File: src/rtl/capture_sequencer.sv
// Acquisition sequencer: writes qualified samples into a circular RAM, records the trigger
// address and counts post-trigger samples. Optional pre-trigger fill: PRETRIGGER_FILL_EN.
module capture_sequencer #(
    parameter int unsigned SAMPLE_WIDTH = 8,
    parameter int unsigned ADDR_WIDTH   = 10
) (
    input  logic                    clk,
    input  logic                    reset,
    input  logic                    start,
    input  logic                    abort,
    input  logic                    sampleTransistion,
    input  logic [SAMPLE_WIDTH-1:0] sampleData,
    input  logic                    triggerDetected,
    input  logic [ADDR_WIDTH-1:0]   postTriggerCount,
    output logic                    memWriteEn,
    output logic [ADDR_WIDTH-1:0]   memWriteAddr,
    output logic [SAMPLE_WIDTH-1:0] memWriteData,
    output logic [ADDR_WIDTH-1:0]   triggerAddr,
    output logic                    idle,
    output logic                    running,
    output logic                    triggered,
    output logic                    complete,
    output logic                    done
);

    typedef enum logic [2:0] {StIdle, StPre, StArmed, StPost, StDone} seqState_t;

    seqState_t             state;
    seqState_t             stateD;
    logic [ADDR_WIDTH-1:0] wrPtr;
    logic [ADDR_WIDTH-1:0] postCnt;
    logic [ADDR_WIDTH-1:0] postCntNext;
    logic                  accepted;
    logic                  preDone;

`ifdef PRETRIGGER_FILL_EN
    logic [ADDR_WIDTH:0] preCount;
    logic [ADDR_WIDTH:0] preCountNext;
    logic [ADDR_WIDTH:0] fillThresh;

    // Leave room for the trigger sample and all post-trigger samples.
    always_comb begin
        preCountNext = preCount + {{ADDR_WIDTH{1'b0}}, accepted};
        fillThresh   = {1'b0, {ADDR_WIDTH{1'b1}}} - {1'b0, postTriggerCount};
        preDone      = (preCountNext >= fillThresh);
    end
`else
    assign preDone = 1'b1;
`endif

    assign accepted    = sampleTransistion &&
                         ((state == StPre) || (state == StArmed) || (state == StPost));
    assign postCntNext = postCnt + 1'b1;

    always_comb begin
        stateD = state;
        if (abort && (state != StIdle)) begin
            stateD = StIdle;
        end else begin
            unique case (state)
                StIdle:  if (start) stateD = StPre;
                StPre:   if (preDone) stateD = StArmed;
                StArmed: begin
                    if (accepted && triggerDetected) begin
                        stateD = (postTriggerCount == '0) ? StDone : StPost;
                    end
                end
                StPost:  if (accepted && (postCntNext == postTriggerCount)) stateD = StDone;
                StDone:  if (!start) stateD = StIdle;
                default: stateD = StIdle;
            endcase
        end
    end

    always_ff @(posedge clk) begin
        if (reset) begin
            state        <= StIdle;
            wrPtr        <= '0;
            postCnt      <= '0;
            memWriteEn   <= 1'b0;
            memWriteAddr <= '0;
            memWriteData <= '0;
            triggerAddr  <= '0;
            idle         <= 1'b1;
            running      <= 1'b0;
            triggered    <= 1'b0;
            done         <= 1'b0;
            complete     <= 1'b0;
`ifdef PRETRIGGER_FILL_EN
            preCount     <= '0;
`endif
        end else begin
            state      <= stateD;
            idle       <= (stateD == StIdle);
            running    <= (stateD == StPre) || (stateD == StArmed) || (stateD == StPost);
            triggered  <= (stateD == StPost) || (stateD == StDone);
            done       <= (stateD == StDone);
            complete   <= (stateD == StDone) && (state != StDone);
            memWriteEn <= 1'b0;

            if (!abort || (state == StIdle)) begin
                if (accepted) begin
                    memWriteEn   <= 1'b1;
                    memWriteAddr <= wrPtr;
                    memWriteData <= sampleData;
                    wrPtr        <= wrPtr + 1'b1;
                end
                if ((state == StIdle) && start) begin
                    wrPtr    <= '0;
                    postCnt  <= '0;
`ifdef PRETRIGGER_FILL_EN
                    preCount <= '0;
`endif
                end
`ifdef PRETRIGGER_FILL_EN
                if (state == StPre) preCount <= preCountNext;
`endif
                if ((state == StArmed) && accepted && triggerDetected) triggerAddr <= wrPtr;
                if ((state == StPost) && accepted) postCnt <= postCntNext;
            end
        end
    end

endmodule

File: config.mk
export PLATFORM = sky130hd
export DESIGN_NAME = capture_sequencer
export DESIGN_NICKNAME = d
export VERILOG_FILES = /design/src/rtl/capture_sequencer.sv
export SDC_FILE = /design/constraint.sdc
export NUM_CORES = 1
export LEC_CHECK = 0
export BUFFER_PORTS_ARGS = -buffer_cell sky130_fd_sc_hd__buf_2
export CAP_MARGIN = 30
export CORE_UTILIZATION = 45
export DETAILED_ROUTE_END_ITERATION = 12
export GPL_ROUTABILITY_DRIVEN = 0
export PLACE_DENSITY = 0.68
export SLEW_MARGIN = 20
export SYNTH_ARGS = -nofsm -noshare
export SYNTH_HDL_FRONTEND = slang
export SYNTH_SLANG_ARGS = --single-unit
File: constraint.sdc
create_clock -name clk -period 4.55 [get_ports clk]
set_clock_uncertainty 0.15 [all_clocks]
set_input_delay 0.6825 -clock clk [delete_from_list [all_inputs] [get_ports clk]]
set_output_delay 0.6825 -clock clk [all_outputs]
set_load 0.02 [all_outputs]
; ---- Word-level counts from Yosys, hierarchy flattened
; Index checks and enable logic that the tools add are counted.
[classes]
add_sub_neg = 2
mul = 0
div = 0
magnitude_cmp = 0
eq_ne = 10
n_shift = 0
mux = 12
bitwise_logic = 1
n_reduce_logical = 27
[op_table]
columns = op, n
row1 = two-way mux 10 bit, 4
row2 = "adder 10 x 1 -> 10 bit, second input constant", 2
row3 = two-way mux 3 bit, 6
row4 = one-hot mux 3 bit (5 select lines), 1
row5 = "== test 3 x 2 -> 1 bit, second input constant", 4
row6 = == test 10 bit, 1
row7 = logical NOT 10 bit, 1
row8 = logical AND 1 bit, 9
row9 = AND reduction 2 bit, 4
row10 = "== test 3 x 1 -> 1 bit, second input constant", 2
row11 = "== test 3 bit, second input constant", 2
row12 = logical NOT 3 bit, 2
row13 = logical OR 1 bit, 6
row14 = nonzero test 2 bit, 2
row15 = "!= test 3 bit, second input constant", 1
row16 = nonzero test 3 bit, 1
row17 = OR reduction 2 bit, 1
row18 = logical NOT 1 bit, 1
row19 = two-way mux 1 bit, 1
row20 = inverter 1 bit, 1
[word_totals]
ff_bits = 57
latch_bits = 0
ram_bits = 0
mem_bits_ro = 0
output_inout_bits = 34
wordCells = 64
mem_count = 0

; ---- Logic depth before layout (Yosys ltp)
[logic_depth]
ltp_word = 11
depth_mapped = 8

; ---- Worst setup path after synthesis
; OpenSTA, ideal clock, no wires.
[synth_path]
kind = input to register
start = input postTriggerCount[3]
end = register triggered
setup_time_ps = 132
arrival_ps = 1929
path_slack_ps = 2339
cell_stages = 6
path_buffers = 0
path_cell_list = nor4b_1 nand3_1 a31o_2 or2_2 o31ai_1 o211ai_1
[synth_via]
elab_chain_len = 7
[synth_lines]
columns = item, line_no
row1 = from (decl), 14  ; input logic [ADDR_WIDTH-1:0] postTriggerCount,
row2 = == test 10 bit / logical NOT 10 bit (equally long branches), "68, 65"
row3 = logical AND 1 bit / two-way mux 3 bit (equally long branches), "68, 65"
row4 = "two-way mux 3 bit, on equally long branches", "68, 64"
row5 = one-hot mux 3 bit (5 select lines) *, 60  ; unique case (state)
row6 = two-way mux 3 bit *, 57  ; if (abort && (state != StIdle)) begin
row7 = == test 3 x 2 -> 1 bit / == test 3 bit (equally long branches), 96  ; triggered <= (stateD == StPost) || (stateD == StDone);
row8 = logical OR 1 bit *, 96
row9 = to (signal assigned), 96
row10 = to (decl), 21  ; output logic triggered,
; Every way passes the cells marked *; elsewhere a longest branch is shown, timed or not.
; A chain may end at the register's enable or synchronous reset.

; ---- Final worst setup path
[layout_path]
start = register postCnt[0]
end = register triggered
[layout_via]
elab_chain_len = 8
[layout_lines]
columns = item, line_no
row1 = from (decl), 31  ; logic [ADDR_WIDTH-1:0] postCnt;
row2 = from (signal assigned), 119  ; if ((state == StPost) && accepted) postCnt <= postCntNext;
row3 = adder 10 x 1 -> 10 bit *, 53  ; assign postCntNext = postCnt + 1'b1;
row4 = == test 10 bit *, 68  ; StPost: if (accepted && (postCntNext == postTriggerCount)) stateD = StDone;
row5 = logical AND 1 bit *, 68
row6 = two-way mux 3 bit *, 68
row7 = one-hot mux 3 bit (5 select lines) *, 60
row8 = two-way mux 3 bit *, 57
row9 = == test 3 x 2 -> 1 bit / == test 3 bit (equally long branches), 96
row10 = logical OR 1 bit *, 96
; Marks and branches as above.

==> implementation parameters <==
Parameter                              Value

Floorplanning
  DIE AREA ... 6000 um^2
  Area inside the core boundary ... 5510 um^2
  DIE WIDTH ... slightly below 80 um
  Initial core utilization ... 46.6%
  Number of top-level pins ... 58
  Row count ... 27
  Chip Height ... 77.5 um

Synth
  Multiplexer share of the synthesized area ... 0.439%
  YS warnings ... 0
  Syn Std Cell Area ... between 2000 and 3000 um^2
  Post-Synth Adder-Cell Area ... 0.976%
  Dominant combinational cell family by area after synthesis ... simple AND/OR/NAND/NOR gates
  Synthesized-area fraction occupied by xor and xnor cells ... 6.49%
  Sequential cell area fraction in the yosys report ... between 40% and 50%
  Cell count after synthesis ... 323
  Synthesized-area fraction occupied by and/or/nand/nor cells ... 29.4%
  Post-synthesis sequential element count ... 57
  Net Count, Synth ... 349
  Count of unique library cells instantiated by Yosys ... 43
  Compound-Gate Fraction of Synth Area ... 15.0%
  Mean cell area of the mapped netlist ... 7.94 um^2

Power
  Design Power ... 0.00112 W
  PD cells ... 359 nW/um^2
  Worst supply voltage drop on vdd ... between 0.2 and 0.25 mV
  Static leakage ... approximately 1.2 nW

Clock network
  Buffer levels on the longest clock path ... 2
  # clock sinks ... 57
  Post-cts repair resize count ... 0
  Hold_buf cts ... 0
  Clock-pin slew of the registers on the worst-case setup and hold paths ... roughly 0.060 ns
  Clock root buffer ... sky130_fd_sc_hd__clkbuf_8
  Number of levels in the clock H-tree ... 3
  Num CTS Buffers ... 9
  TritonCTS clock tree ... done
  Post CTS Setup Buffer Count ... 0
  Clock latency of the later-clocked register in the worst-skew pair ... 0.33 ns

Timing
  Maximum clock frequency ... 423 MHz
  Setup violation total in the final timing report ... 0
  Total negative slack ... 0 ns
  Final worst path period need ... 2.37 ns
  Final slew viol count ... 0
  Transition time at the pin with the least slew margin ... a little under 0.8 ns
  Worst relative slew slack ... 48.1%
  Number of hold violations in the final report ... 0
  RSZ-0062 raised after global routing ... false
  Post-route clock period utilization ... between 50 and 60%

Finish
  Utilization after layout ... 56.8%
  # nets final ... ~400
  Filler Cells Inserted ... about 530
  Fraction of layout instances using a drive strength above 1 ... 22.5%
  Area delta synth->final ... 21.9%
  Fin area ... about 3100 um^2
  Number of diodes added for antenna fixing ... 0

Setup path
  Critical path capture point type ... register
  CP max FO ... 5
  Worst path depth ... 7
  Combined buffer and inverter count along the critical path ... 0
  Critical-path top delay cell ... sky130_fd_sc_hd__dfxtp_1
  R2R cell count ... 7
  Cell type group with the largest total delay on the critical path ... compound AO/OA/AOI/OAI gates
  Critical Path RT ... 4.59 ns
  Cells traversed along the worst timing path ... ha_1, nand2b_1, o211a_1, o32ai_1, o2111ai_1, o31ai_1, o211ai_1
  Type of the setup path with the least slack ... register to register
  Setup crit start kind ... register
  Arr. time, crit path ... around 2.4 ns
  Delay of the slowest critical-path stage ... 0.45 ns

Routing
  Starting DRC count in detailed routing ... roughly 150
  DRC violation count after routing ... 0
  Avg WL per Cell ... 12.4 um
  Antenna-violating nets left ... 0
  Number of vias per cell after detailed routing ... slightly above 5
  Number of detailed-routing iterations run before antenna repair ... 6
  Total Wirelength ... 5.65 mm
  Vias after detailed routing ... 2341

GRT
  Number of global-route vias before repair ... 2119
  Pin count of the biggest net entering global routing ... 43
  Number of antenna violations at the first check in global routing ... 0
  First-pass GRT wire length ... 9.77 mm
  Overall fraction of global-route tracks in use ... 20.5%
  Leftover overflow at the end of global routing ... 0

Placement
  Detailed placement HPWL ... 3.95 mm
  Area after DPL ... 2900 um^2
  Port Buf Inserts ... 57

Flow run
  Number of max-cap violations ... 0

Status
  Run status ... finished clean

Worst hold path
  Hold path cells ... 2
  Class of the worst hold path ... register to register
==> logic make-up after synthesis <==
logic type                 after synthesis
muxes                                    1
DFF                                     57
and+or+nand+nor                        156
adders and majority gates                2
xor gates and xnor gates                19
AOI/OAI and AO/OA                       67
buffers and inverters                   21
==> placed cells by master, fill, tap and decap left out, drive strengths merged, types with 6 or more instances in the layout <==
| cell type | n |
|---|---|
| a21oi | 42 |
| or3 | 8 |
| nor3 | 9 |
| nand4 | 6 |
| inv | 6 |
| clkbuf | 11 |
| nand3 | 17 |
| buf | 59 |
| o21ai | 11 |
| nand2 | 66 |
| xnor2 | 8 |
| xor2 | 11 |
| nor2 | 25 |
| dfxtp | 57 |
==> sequential cells by signal, indices dropped and copies added, names as in the netlist <==
register      count
running           1
wrPtr            10
memWriteEn        1
complete          1
memWriteAddr     10
idle              1
done              1
triggered         1
memWriteData      8
state             3
postCnt          10
triggerAddr      10
==> where the power goes <==
| group | internal [W] | switching (W) |
|---|---|---|
| logic | 0.0000324 | 0.0000598 |
| registers | 0.000508 | 0.00000674 |
| clock network | 0.000322 | 0.000194 |
| total | 0.000863 | 0.000261 |
==> worst min-delay path, delay by kind of cell (launching register included) <==
kind / cells / cell delay (ns)
AOI/OAI and AO/OA: 1 / 0.05
and+or+nand+nor: 1 / 0.05
DFF: 1 / 0.31
==> synth_stat cells <==
cell | instances | area share (%)
sky130_fd_sc_hd__nand2_1 | 66 | 9.7
sky130_fd_sc_hd__dfxtp_1 | 57 | 45
sky130_fd_sc_hd__a21oi_1 | 42 | 8.2
sky130_fd_sc_hd__nor2_1 | 25 | 3.7
sky130_fd_sc_hd__nand3_1 | 17 | 3.3
sky130_fd_sc_hd__clkbuf_1 | 13 | 1.9
sky130_fd_sc_hd__o21ai_0 | 11 | 2.1
sky130_fd_sc_hd__xor2_1 | 11 | 3.8
sky130_fd_sc_hd__nor3_1 | 8 | 1.6
sky130_fd_sc_hd__xnor2_1 | 8 | 2.7
sky130_fd_sc_hd__or3_1 | 7 | 1.7
sky130_fd_sc_hd__inv_1 | 6 | 0.88
sky130_fd_sc_hd__nand4_1 | 5 | 1.2
sky130_fd_sc_hd__nand2b_1 | 4 | 0.98
sky130_fd_sc_hd__nor3b_1 | 4 | 1.2
sky130_fd_sc_hd__and3_1 | 3 | 0.73
sky130_fd_sc_hd__nor4b_1 | 3 | 1.0
sky130_fd_sc_hd__or2_2 | 3 | 0.73
sky130_fd_sc_hd__a311oi_1 | 2 | 0.68
sky130_fd_sc_hd__buf_2 | 2 | 0.39
sky130_fd_sc_hd__ha_1 | 2 | 0.98
sky130_fd_sc_hd__nor4_1 | 2 | 0.49
sky130_fd_sc_hd__o211a_1 | 2 | 0.78
sky130_fd_sc_hd__a21boi_0 | 1 | 0.29
sky130_fd_sc_hd__a22oi_1 | 1 | 0.29
sky130_fd_sc_hd__a31o_2 | 1 | 0.34
sky130_fd_sc_hd__a31oi_1 | 1 | 0.24
sky130_fd_sc_hd__and2_1 | 1 | 0.24
sky130_fd_sc_hd__and3_2 | 1 | 0.29
sky130_fd_sc_hd__and3_4 | 1 | 0.44
sky130_fd_sc_hd__mux2_2 | 1 | 0.44
sky130_fd_sc_hd__nand4_2 | 1 | 0.49
sky130_fd_sc_hd__nand4b_1 | 1 | 0.34
sky130_fd_sc_hd__nor3_2 | 1 | 0.39
sky130_fd_sc_hd__o2111ai_1 | 1 | 0.34
sky130_fd_sc_hd__o211ai_1 | 1 | 0.29
sky130_fd_sc_hd__o22ai_1 | 1 | 0.24
sky130_fd_sc_hd__o31ai_1 | 1 | 0.29
sky130_fd_sc_hd__o31ai_2 | 1 | 0.49
sky130_fd_sc_hd__o32ai_1 | 1 | 0.34
sky130_fd_sc_hd__or2_1 | 1 | 0.24
sky130_fd_sc_hd__or3_4 | 1 | 0.44
sky130_fd_sc_hd__or4_1 | 1 | 0.29
==> cell type report <==
cell class	count	area, um^2	area share (%)
Clock buffer	11	141	4.52
Tap cell	72	90.1	2.88
Timing Repair Buffer	59	298	9.53
Sequential cell	57	1140	36.5
Multi-Input combinational cell	245	1350	43.3
Clock inverter	5	78.8	2.52
Inverter	6	22.5	0.721
==> metrics by stage <==
stage	cells	hold slack, ns	worst slack, ns
2_1_floorplan	323	0.300	2.34
3_3_place_gp	438	0.289	1.94
3_5_place_dp	438	0.294	1.95
4_1_cts	454	0.303	2.08
5_1_grt	455	0.324	2.01
6_report	455	0.302	2.18
==> metal layers <==
layer | up-vias | GRT usage [%] | routed length (um)
met5 | - | 0 | 0
li1 | 1222 | - | -
met4 | 0 | 9.06 | 79
met2 | 56 | 29.7 | 2430
met3 | 6 | 4.12 | 274
met1 | 1057 | 29.1 | 2870
==> final timing paths <==
path / to / slack (ns) / startpoint
hold reg to reg: memWriteAddr[7]$_SDFFE_PP0P_ / 0.30 / memWriteAddr[7]$_SDFFE_PP0P_
setup / recovery: triggered$_SDFF_PP0_ / 2.18 / postCnt[0]$_SDFFE_PP0P_
hold / removal: memWriteAddr[7]$_SDFFE_PP0P_ / 0.30 / memWriteAddr[7]$_SDFFE_PP0P_
setup reg to reg: triggered$_SDFF_PP0_ / 2.18 / postCnt[0]$_SDFFE_PP0P_
(Power assumes the default switching activity.)
